==> config.mk <==
export PLATFORM = sky130hd
export DESIGN_NAME = cpu_control_alu
export DESIGN_NICKNAME = d
export VERILOG_FILES = /design/src/rtl/cpu_control_alu.sv
export SDC_FILE = /design/constraint.sdc
export NUM_CORES = 1
export LEC_CHECK = 0
export ABC_AREA = 0
export BUFFER_PORTS_ARGS = -buffer_cell sky130_fd_sc_hd__buf_2
export CORE_MARGIN = 5
export CORE_UTILIZATION = 31
export CTS_BUF_LIST = sky130_fd_sc_hd__clkbuf_8 sky130_fd_sc_hd__clkbuf_16
export CTS_CLUSTER_SIZE = 16
export DETAILED_ROUTE_END_ITERATION = 10
export PLACE_DENSITY = 0.52
export SLEW_MARGIN = 0
export SYNTH_ARGS = -nofsm -noshare
export SYNTH_HDL_FRONTEND = slang
export SYNTH_SLANG_ARGS = --single-unit
export TNS_END_PERCENT = 30
==> constraint.sdc <==
create_clock -name clk -period 8 [get_ports clk]
set_input_delay 1.2 -clock clk [delete_from_list [all_inputs] [get_ports clk]]
set_output_delay 1.2 -clock clk [all_outputs]
set_load 0.01 [all_outputs]
==> src/rtl/cpu_control_alu.sv <==
// cpu_control_alu
//   ALU and main control FSM of the multicycle RV32I CPU. The FSM decodes
//   opcode/funct3/funct7 from the instruction register and drives every
//   datapath enable and mux select; the ALU is purely combinational.
//
// Ports
//   clk, reset (async, active-low)
//   opcode/funct3/funct7 : instruction fields from the IR
//   ALUA, ALUB           : ALU operands, ALUResult / Zero : ALU outputs
//   PCEnable, InstructionRegisterEnable, OLDPCEnable, REGAEnable,
//   REGBEnable, MemWrite, RegWrite, InstructionOrData : 1-bit controls
//   ImmediateSrc (0 I,1 S,2 B,3 U,4 J), ALUSrcA, ALUSrcB, ALUControlSignal,
//   ResultSrc : datapath selects
//   halted : illegal-opcode halt flag
//
// Build option
//   CU_ILLEGAL_HALT_EN : when defined, an unknown opcode parks the FSM in
//   HALT until reset; otherwise it is treated as a NOP and halted is 0.
module cpu_control_alu #(
  parameter int XLEN = 32
) (
  input  logic            clk,
  input  logic            reset,
  input  logic [6:0]      opcode,
  input  logic [2:0]      funct3,
  input  logic [6:0]      funct7,
  input  logic [XLEN-1:0] ALUA,
  input  logic [XLEN-1:0] ALUB,
  output logic [XLEN-1:0] ALUResult,
  output logic            Zero,
  output logic            PCEnable,
  output logic            InstructionRegisterEnable,
  output logic            OLDPCEnable,
  output logic            REGAEnable,
  output logic            REGBEnable,
  output logic            MemWrite,
  output logic            RegWrite,
  output logic            InstructionOrData,
  output logic [2:0]      ImmediateSrc,
  output logic [1:0]      ALUSrcA,
  output logic [1:0]      ALUSrcB,
  output logic [3:0]      ALUControlSignal,
  output logic [1:0]      ResultSrc,
  output logic            halted
);

  localparam logic [3:0] OP_ADD = 4'd0, OP_SUB = 4'd1, OP_AND = 4'd2, OP_OR  = 4'd3,
                         OP_XOR = 4'd4, OP_SLL = 4'd5, OP_SRL = 4'd6, OP_SRA = 4'd7,
                         OP_SLT = 4'd8, OP_SLTU = 4'd9;

  typedef enum logic [4:0] {
    FETCH, DECODE, EXEC_R, EXEC_I, ALUWB, MEMADR, MEMREAD, MEMWB, MEMWRITE,
    BRANCH, JAL_JUMP, JALR_ADDR, JALR_JUMP, LINK, LUI, AUIPC
`ifdef CU_ILLEGAL_HALT_EN
    , HALT
`endif
  } state_t;

  state_t state, next_state;

  logic       pc_en, ir_en, oldpc_en, rega_en, regb_en, mem_write, reg_write, iord;
  logic       branch, take;
  logic [2:0] imm_src;
  logic [1:0] src_a, src_b, result_src;
  logic [3:0] alu_ctl;
`ifdef CU_ILLEGAL_HALT_EN
  logic       halt_flag;
`endif

  // Only funct7[5] distinguishes RV32I operations.
  logic unused_funct7;
  assign unused_funct7 = ^{funct7[6], funct7[4:0]};

  // R/I arithmetic decode; immediates never select SUB.
  function automatic logic [3:0] alu_decode(input logic [2:0] f3, input logic alt,
                                            input logic is_reg);
    case (f3)
      3'b000:  return (is_reg && alt) ? OP_SUB : OP_ADD;
      3'b001:  return OP_SLL;
      3'b010:  return OP_SLT;
      3'b011:  return OP_SLTU;
      3'b100:  return OP_XOR;
      3'b101:  return alt ? OP_SRA : OP_SRL;
      3'b110:  return OP_OR;
      default: return OP_AND;
    endcase
  endfunction

  function automatic logic [3:0] branch_op(input logic [2:0] f3);
    case (f3)
      3'b000, 3'b001: return OP_SUB;
      3'b100, 3'b101: return OP_SLT;
      3'b110, 3'b111: return OP_SLTU;
      default:        return OP_ADD;
    endcase
  endfunction

  always_ff @(posedge clk or negedge reset) begin
    if (!reset) state <= FETCH;
    else        state <= next_state;
  end

  always_comb begin
    next_state = FETCH;
    pc_en      = 1'b0;
    ir_en      = 1'b0;
    oldpc_en   = 1'b0;
    rega_en    = 1'b0;
    regb_en    = 1'b0;
    mem_write  = 1'b0;
    reg_write  = 1'b0;
    iord       = 1'b0;
    branch     = 1'b0;
    imm_src    = 3'd0;
    src_a      = 2'b00;
    src_b      = 2'b00;
    result_src = 2'b00;
    alu_ctl    = OP_ADD;
`ifdef CU_ILLEGAL_HALT_EN
    halt_flag  = 1'b0;
`endif
    case (state)
      FETCH: begin
        ir_en = 1'b1; oldpc_en = 1'b1; pc_en = 1'b1;
        src_b = 2'b10; result_src = 2'b10;
        next_state = DECODE;
      end
      DECODE: begin
        // Precompute the branch target into ALUOUT while operands load.
        rega_en = 1'b1; regb_en = 1'b1;
        src_a = 2'b01; src_b = 2'b01; imm_src = 3'd2;
        case (opcode)
          7'b0110011:             next_state = EXEC_R;
          7'b0010011:             next_state = EXEC_I;
          7'b0000011, 7'b0100011: next_state = MEMADR;
          7'b1100011:             next_state = BRANCH;
          7'b1101111:             next_state = JAL_JUMP;
          7'b1100111:             next_state = JALR_ADDR;
          7'b0110111:             next_state = LUI;
          7'b0010111:             next_state = AUIPC;
`ifdef CU_ILLEGAL_HALT_EN
          default:                next_state = HALT;
`else
          default:                next_state = FETCH;
`endif
        endcase
      end
      EXEC_R: begin
        src_a = 2'b10; src_b = 2'b00;
        alu_ctl = alu_decode(funct3, funct7[5], 1'b1);
        next_state = ALUWB;
      end
      EXEC_I: begin
        src_a = 2'b10; src_b = 2'b01; imm_src = 3'd0;
        alu_ctl = alu_decode(funct3, funct7[5], 1'b0);
        next_state = ALUWB;
      end
      ALUWB:  begin reg_write = 1'b1; next_state = FETCH; end
      MEMADR: begin
        src_a = 2'b10; src_b = 2'b01;
        imm_src = opcode[5] ? 3'd1 : 3'd0;
        next_state = opcode[5] ? MEMWRITE : MEMREAD;
      end
      MEMREAD:  begin iord = 1'b1; next_state = MEMWB; end
      MEMWB:    begin result_src = 2'b01; reg_write = 1'b1; next_state = FETCH; end
      MEMWRITE: begin iord = 1'b1; mem_write = 1'b1; next_state = FETCH; end
      BRANCH: begin
        src_a = 2'b10; src_b = 2'b00;
        alu_ctl = branch_op(funct3);
        branch = 1'b1;
        next_state = FETCH;
      end
      JAL_JUMP: begin
        src_a = 2'b01; src_b = 2'b01; imm_src = 3'd4;
        result_src = 2'b10; pc_en = 1'b1;
        next_state = LINK;
      end
      JALR_ADDR: begin
        src_a = 2'b10; src_b = 2'b01; imm_src = 3'd0;
        next_state = JALR_JUMP;
      end
      JALR_JUMP: begin pc_en = 1'b1; next_state = LINK; end
      LINK: begin
        // rd = OLDPC + 4
        src_a = 2'b01; src_b = 2'b10; result_src = 2'b10; reg_write = 1'b1;
        next_state = FETCH;
      end
      LUI: begin
        imm_src = 3'd3; result_src = 2'b11; reg_write = 1'b1;
        next_state = FETCH;
      end
      AUIPC: begin
        src_a = 2'b01; src_b = 2'b01; imm_src = 3'd3;
        result_src = 2'b10; reg_write = 1'b1;
        next_state = FETCH;
      end
`ifdef CU_ILLEGAL_HALT_EN
      HALT: begin halt_flag = 1'b1; next_state = HALT; end
`endif
      default: next_state = FETCH;
    endcase
  end

  // Branch decision is kept outside the FSM process so the ALU feedback
  // through Zero does not form a combinational loop inside one block.
  always_comb begin
    case (funct3)
      3'b000, 3'b101, 3'b111: take = Zero;
      3'b001, 3'b100, 3'b110: take = !Zero;
      default:                take = 1'b0;
    endcase
  end

  // All controls are forced low while reset is held.
  assign PCEnable                  = reset & (pc_en | (branch & take));
  assign InstructionRegisterEnable = reset & ir_en;
  assign OLDPCEnable               = reset & oldpc_en;
  assign REGAEnable                = reset & rega_en;
  assign REGBEnable                = reset & regb_en;
  assign MemWrite                  = reset & mem_write;
  assign RegWrite                  = reset & reg_write;
  assign InstructionOrData         = reset & iord;
  assign ImmediateSrc              = reset ? imm_src    : 3'd0;
  assign ALUSrcA                   = reset ? src_a      : 2'b00;
  assign ALUSrcB                   = reset ? src_b      : 2'b00;
  assign ALUControlSignal          = reset ? alu_ctl    : 4'd0;
  assign ResultSrc                 = reset ? result_src : 2'b00;
`ifdef CU_ILLEGAL_HALT_EN
  assign halted                    = reset & halt_flag;
`else
  assign halted                    = 1'b0;
`endif

  logic signed [XLEN-1:0] a_s, b_s;
  logic        [4:0]      shamt;
  assign a_s   = ALUA;
  assign b_s   = ALUB;
  assign shamt = ALUB[4:0];

  always_comb begin
    ALUResult = '0;
    case (ALUControlSignal)
      OP_ADD:  ALUResult = ALUA + ALUB;
      OP_SUB:  ALUResult = ALUA - ALUB;
      OP_AND:  ALUResult = ALUA & ALUB;
      OP_OR:   ALUResult = ALUA | ALUB;
      OP_XOR:  ALUResult = ALUA ^ ALUB;
      OP_SLL:  ALUResult = ALUA << shamt;
      OP_SRL:  ALUResult = ALUA >> shamt;
      OP_SRA:  ALUResult = a_s >>> shamt;
      OP_SLT:  ALUResult = {{(XLEN-1){1'b0}}, (a_s < b_s)};
      OP_SLTU: ALUResult = {{(XLEN-1){1'b0}}, (ALUA < ALUB)};
      default: ALUResult = '0;
    endcase
  end

  assign Zero = (ALUResult == '0);

endmodule

; ---- Yosys cells after proc, flatten, opt, wreduce, memory -nomap -nowiden
; Index checks and enable logic that the tools add are counted.
[op_classes]
mux = 28
n_shift = 3
bitwise = 11
n_lt_le_gt_ge = 2
n_addsub = 2
eq_ne = 40
reduce_logical = 22
[op_table]
columns = cell, n
row1 = 32-bit one-hot mux with 10 select lines, 1
row2 = 4-bit one-hot mux with 7 select lines, 3
row3 = 32-bit < comparator, 2
row4 = 5-bit by 4-bit equality test with 1-bit output (second input constant), 8
row5 = 32-bit adder, 1
row6 = 32-bit AND, 1
row7 = 32-bit logical NOT, 1
row8 = 32-bit bitwise OR, 1
row9 = 4-bit one-hot mux with 8 select lines, 1
row10 = 32-bit by 5-bit left shift with 32-bit output, 1
row11 = 32-bit by 5-bit >> shifter with 32-bit output, 1
row12 = 32-bit by 5-bit >>> shifter with 32-bit output, 1
row13 = 32-bit subtractor, 1
row14 = 32-bit bitwise XOR, 1
row15 = 4-bit one-hot mux with 3 select lines, 2
row16 = 7-bit by 6-bit equality test with 1-bit output (second input constant), 3
row17 = 7-bit equality test (second input constant), 3
row18 = 5-bit by 3-bit equality test with 1-bit output (second input constant), 4
row19 = 2-bit OR reduction, 9
row20 = 4-bit by 3-bit equality test with 1-bit output (second input constant), 4
row21 = 7-bit by 5-bit equality test with 1-bit output (second input constant), 2
row22 = 3-bit equality test (second input constant), 4
row23 = 3-bit one-hot mux with 4 select lines, 1
row24 = 5-bit by 2-bit equality test with 1-bit output (second input constant), 2
row25 = other kinds (24), 50
[totals]
out_inout_bits = 55
ff_bits = 5

; ---- Logic depth before layout (Yosys ltp)
[logic_depth]
ltp_word = 13
depth_mapped = 20
ltp_nobuf = 17

; ---- Worst setup path before layout
; Ideal clock, no wire load.
[synth_timing]
path_type = input to output
startpoint = in ALUB[2]
endpoint = out PCEnable
setup_slack_ns = 0.952
cell_stages = 20
n_path_buf = 5
arrival_time_ns = 5.848
required_time_ns = 6.800
cell_sequence = buf_2 -> inv_1 -> clkbuf_1 -> clkbuf_1 -> clkbuf_1 -> ha_1 -> buf_6 -> nand2b_1 -> a2111o_1 -> a32oi_2 -> a21o_1 -> o21bai_1 -> o21a_1 -> a311o_1 -> or3_1 -> nor4_1 -> nand4b_1 -> nor4_4 -> o2111ai_1 -> o211ai_2
[synth_via]
elab_chain_len = 8
elab_cells_between_ends = 17
[synth_lines]
columns = item, line_no
row1 = from (decl), 28  ; input logic [XLEN-1:0] ALUB,
row2 = "32-bit subtractor, or another cell as far along", 244  ; OP_SUB: ALUResult = ALUA - ALUB;
row3 = 32-bit one-hot mux with 10 select lines (*), 242  ; case (ALUControlSignal)
row4 = net ALUResult[16], 29  ; output logic [XLEN-1:0] ALUResult,
row5 = 32-bit logical NOT (*), 257  ; assign Zero = (ALUResult == '0);
row6 = net Zero, 30  ; output logic Zero,
row7 = 1-bit logical NOT, 209  ; 3'b001, 3'b100, 3'b110: take = !Zero;
row8 = 1-bit one-hot mux with 2 select lines (*), 207  ; case (funct3)
row9 = 1-bit AND (*), 215  ; assign PCEnable = reset & (pc_en | (branch & take));
row10 = 1-bit bitwise OR (*), 215
row11 = 1-bit AND (*), 215
row12 = to (decl), 31  ; output logic PCEnable,
; Mark *: on every way through the listed nets, which the timed path passes. The rest lies on a longest branch.

; ---- Worst setup path after layout
[layout_timing]
startpoint = in ALUB[1]
endpoint = out PCEnable
[layout_via]
elab_chain_len = 8
elab_cells_between_ends = 17
[layout_lines]
columns = item, line_no
row1 = "32-bit subtractor, or another cell as far along", 244
row2 = 32-bit one-hot mux with 10 select lines (*), 242
row3 = 32-bit logical NOT (*), 257
row4 = 1-bit logical NOT, 209
row5 = 1-bit one-hot mux with 2 select lines (*), 207
row6 = 1-bit AND (*), 215
row7 = 1-bit bitwise OR (*), 215
row8 = 1-bit AND (*), 215
; Every way passes the cells marked *; elsewhere a longest branch is shown, timed or not.

==> flow_summary.json <==
{
  "rsz0062_at_grt": "false",
  "max-vdd-ir-drop_mv": 0.09068,
  "final-max-slew-violation-count": 0,
  "grt-ovfl-total": 0,
  "drtIter0Drc": 1843,
  "io_buffers": 130,
  "largest_reg_flops": 4,
  "die_h_um": 200.7,
  "clockBufferDepth": 2,
  "gp_congestion": 1.035,
  "synth_xor_area_share_pct": 2.408,
  "async_reset_ff_share_pct": 100.0,
  "synthAdderAreaFrac_pct": 11.12,
  "min_period_over_period_pct": 93.58,
  "cts_buffers": 3,
  "hpwl_mm": 49.31,
  "path_max_fanout": 43,
  "ys_warn_count": 0,
  "place_area_um2": 12350,
  "synth.avg_cell_area_um2": 6.870,
  "remaining_drc_errors": 0,
  "syn_to_final_growth_pct": 10.22,
  "max_slew_margin_pct": 2.742,
  "setup_tns_ns": 0,
  "arrival_ns": 6.29,
  "synth_mux_area_share_pct": 17.20,
  "drv_cap": 0,
  "final_nets": 1879,
  "p_leak_nw": 5.257,
  "cts_tree": "done",
  "vias": 14440,
  "syn-instance-count": 1641,
  "dieWidth_um": 200.7,
  "largest_register": "state",
  "grt_max_degree": 80,
  "wl_mm": 62.39,
  "synth_compound_area_share_pct": 34.43,
  "grt_use_total_pct": 29.02,
  "htree_levels": 1,
  "status": "finished clean",
  "synth-main-ff-cell": "dfrtp_1",
  "endpoint_kind": "output pin",
  "max_freq_ghz": 0.1336,
  "setup-violations-final": 0,
  "min_period_ns": 7.486,
  "clkSinkCount": 4,
  "synth_area_um2": 11270,
  "firstDrtPassIters": 6,
  "coreArea_um2": 35740,
  "r2r-end": "state[3]$_DFF_PN0_",
  "final_hold_viol_count": 0,
  "synthTopCellsByCount": "nand2_1 (159), nor2_1 (140), a21oi_1 (127), inv_1 (101), ha_1 (97)",
  "fill_cells": 4001,
  "reg2reg_slack_ns": 6.19,
  "synth_nets": 1823,
  "regArea_um2": 100.1,
  "pin_count": 138,
  "largest_registers": "state (4)",
  "synth_top_family_by_area": "compound AO/OA/AOI/OAI gates",
  "r2r_cells": 6,
  "path_class": "in2out",
  "yosysTopAreaCell": "ha_1",
  "min_path_type": "in2async",
  "grt_pass1_vias": 13430,
  "synth_edf_count": 0,
  "worst_slew_pin_slew_ns": 1.459,
  "antenna_found_initial": 1,
  "rows": 69,
  "die_area_um2": 40280,
  "skew_ns": 0.001748,
  "synth_area_leaders": "ha_1 (11%), mux4_2 (8.8%), mux2i_1 (6.2%)",
  "multiInputGateArea_um2": 10100,
  "via_per_inst": 6.694,
  "synthSimpleGateAreaFrac_pct": 24.31,
  "ctsHoldBuffers": 0,
  "post-cts-setup-buffers": 0,
  "synthDistinctLibCells": 101,
  "worst_setup_path_start_kind": "input port",
  "yosysMostFrequentCell": "nand2_1",
  "cts_resized": 0,
  "wl_per_cell_um": 28.93,
  "final_util_pct": 34.77,
  "synth_top_area_share_pct": 10.77,
  "layout-drive-gt1-share_pct": 17.99,
  "start_util_pct": 31.54,
  "drtAntennaViolNets": 0,
  "grt_pass1_wl_mm": 91.23,
  "required_ns": 6.80,
  "fin_area_um2": 12430,
  "p_per_area_nw_per_um2": 105.2,
  "reg2reg_from": "state[2]$_DFF_PN0_",
  "cts.clk_slew.worst_paths_ns": 0.03,
  "clk_latency_ns": 0.22,
  "synth-seq-cells": 4,
  "ys_seq_area_share_pct": 0.8879,
  "ctsRootBufferMaster": "clkbuf_16"
}
[worst max-delay path, cell delays in order]
cell	delay (ns)
buf_4	0.32
buf_12	0.30
buf_4	0.32
mux2_2	0.40
a22oi_1	0.30
o21ai_1	0.24
o221a_2	0.34
a211oi_1	0.18
o2111ai_1	0.26
nor4b_1	0.40
nand4_1	0.27
nor4_1	0.51
nand4b_1	0.22
nor4_4	0.49
o2111ai_1	0.22
o211ai_2	0.10
buf_2	0.15
[per-layer routing]
layer	vias up	global-route usage [%]	wire (um)
met1	7104	41.40	26810
met2	890	44.62	26880
met4	2	9.317	2501
met3	125	4.879	6189
met5	-	0	13
li1	6317	-	-
[final cells by class]
| type | count | area share, % |
|---|---|---|
| timing repair buffer | 194 | 9.344 |
| tap | 461 | 4.642 |
| multi-input combinational | 1386 | 81.32 |
| inverter | 108 | 3.263 |
| antenna | 1 | 0.02014 |
| sequential | 4 | 0.8056 |
| clock buffer | 3 | 0.6042 |
[where the power goes]
group	internal, mW	switching [mW]	total [mW]
registers	0.0266	0.0412	0.0677
clock network	0.0637	0.0123	0.0760
logic	0.416	0.747	1.16
[placed cells by master, fill, tap and decap left out, types with 11 or more instances in the layout]
| cell type | synthesis | final |
|---|---|---|
| a21o_1 | 16 | 16 |
| a221oi_1 | 12 | 12 |
| ha_1 | 97 | 97 |
| inv_1 | 101 | 101 |
| a21oi_1 | 127 | 127 |
| or2_2 | 11 | 11 |
| o21ai_0 | 82 | 82 |
| and3_1 | 12 | 12 |
| a22oi_1 | 17 | 17 |
| nand2b_1 | 24 | 24 |
| nor3_1 | 44 | 42 |
| buf_2 | 42 | 128 |
| o31ai_1 | 21 | 21 |
| nor2_1 | 140 | 140 |
| o21a_1 | 11 | 11 |
| buf_4 | 12 | 64 |
| xnor2_1 | 24 | 24 |
| a31oi_1 | 23 | 23 |
| mux2i_1 | 70 | 70 |
| o22ai_1 | 18 | 18 |
| o2111ai_1 | 11 | 11 |
| mux4_2 | 44 | 44 |
| mux2_2 | 22 | 22 |
| a211oi_1 | 39 | 39 |
| nor4_1 | 18 | 18 |
| nand3_1 | 48 | 48 |
| nand2_1 | 159 | 159 |
| o211ai_1 | 45 | 45 |
| nor2b_1 | 23 | 23 |
| a2111oi_0 | 11 | 11 |
| nand4_1 | 17 | 17 |
| and2_1 | 13 | 13 |
[logic make-up (layout without fill, tap and decap cells)]
kind of cell,after synthesis,count (layout)
other,1,2
buffers and inverters,251,305
multiplexers,136,136
XOR/XNOR,31,31
adder cells (fa/ha/maj),99,99
flip-flops,4,4
AO/OA/AOI/OAI,560,560
AND/OR/NAND/NOR,559,559
[metrics by stage]
stage	std cells	power, mW	hold slack (ns)	setup WS (ns)
floorplan	1641	0.7891	0.6516	0.9518
global placement	2153	1.196	0.8758	0.6436
detailed placement	2153	1.194	0.8911	0.6409
CTS	2156	1.277	0.8641	0.6218
global route	2156	1.385	0.8814	0.3080
finish	2157	1.307	0.8666	0.5136
[how the worst max path moves through the flow]
stage | startpoint | endpoint
2_1_floorplan | ALUB[2] | PCEnable
3_3_place_gp | ALUB[1] | PCEnable
3_5_place_dp | ALUB[1] | PCEnable
4_1_cts | ALUB[1] | PCEnable
5_1_grt | ALUA[10] | PCEnable
6_report | ALUB[1] | PCEnable
No activity file was read; power rests on OpenSTA's default activity.
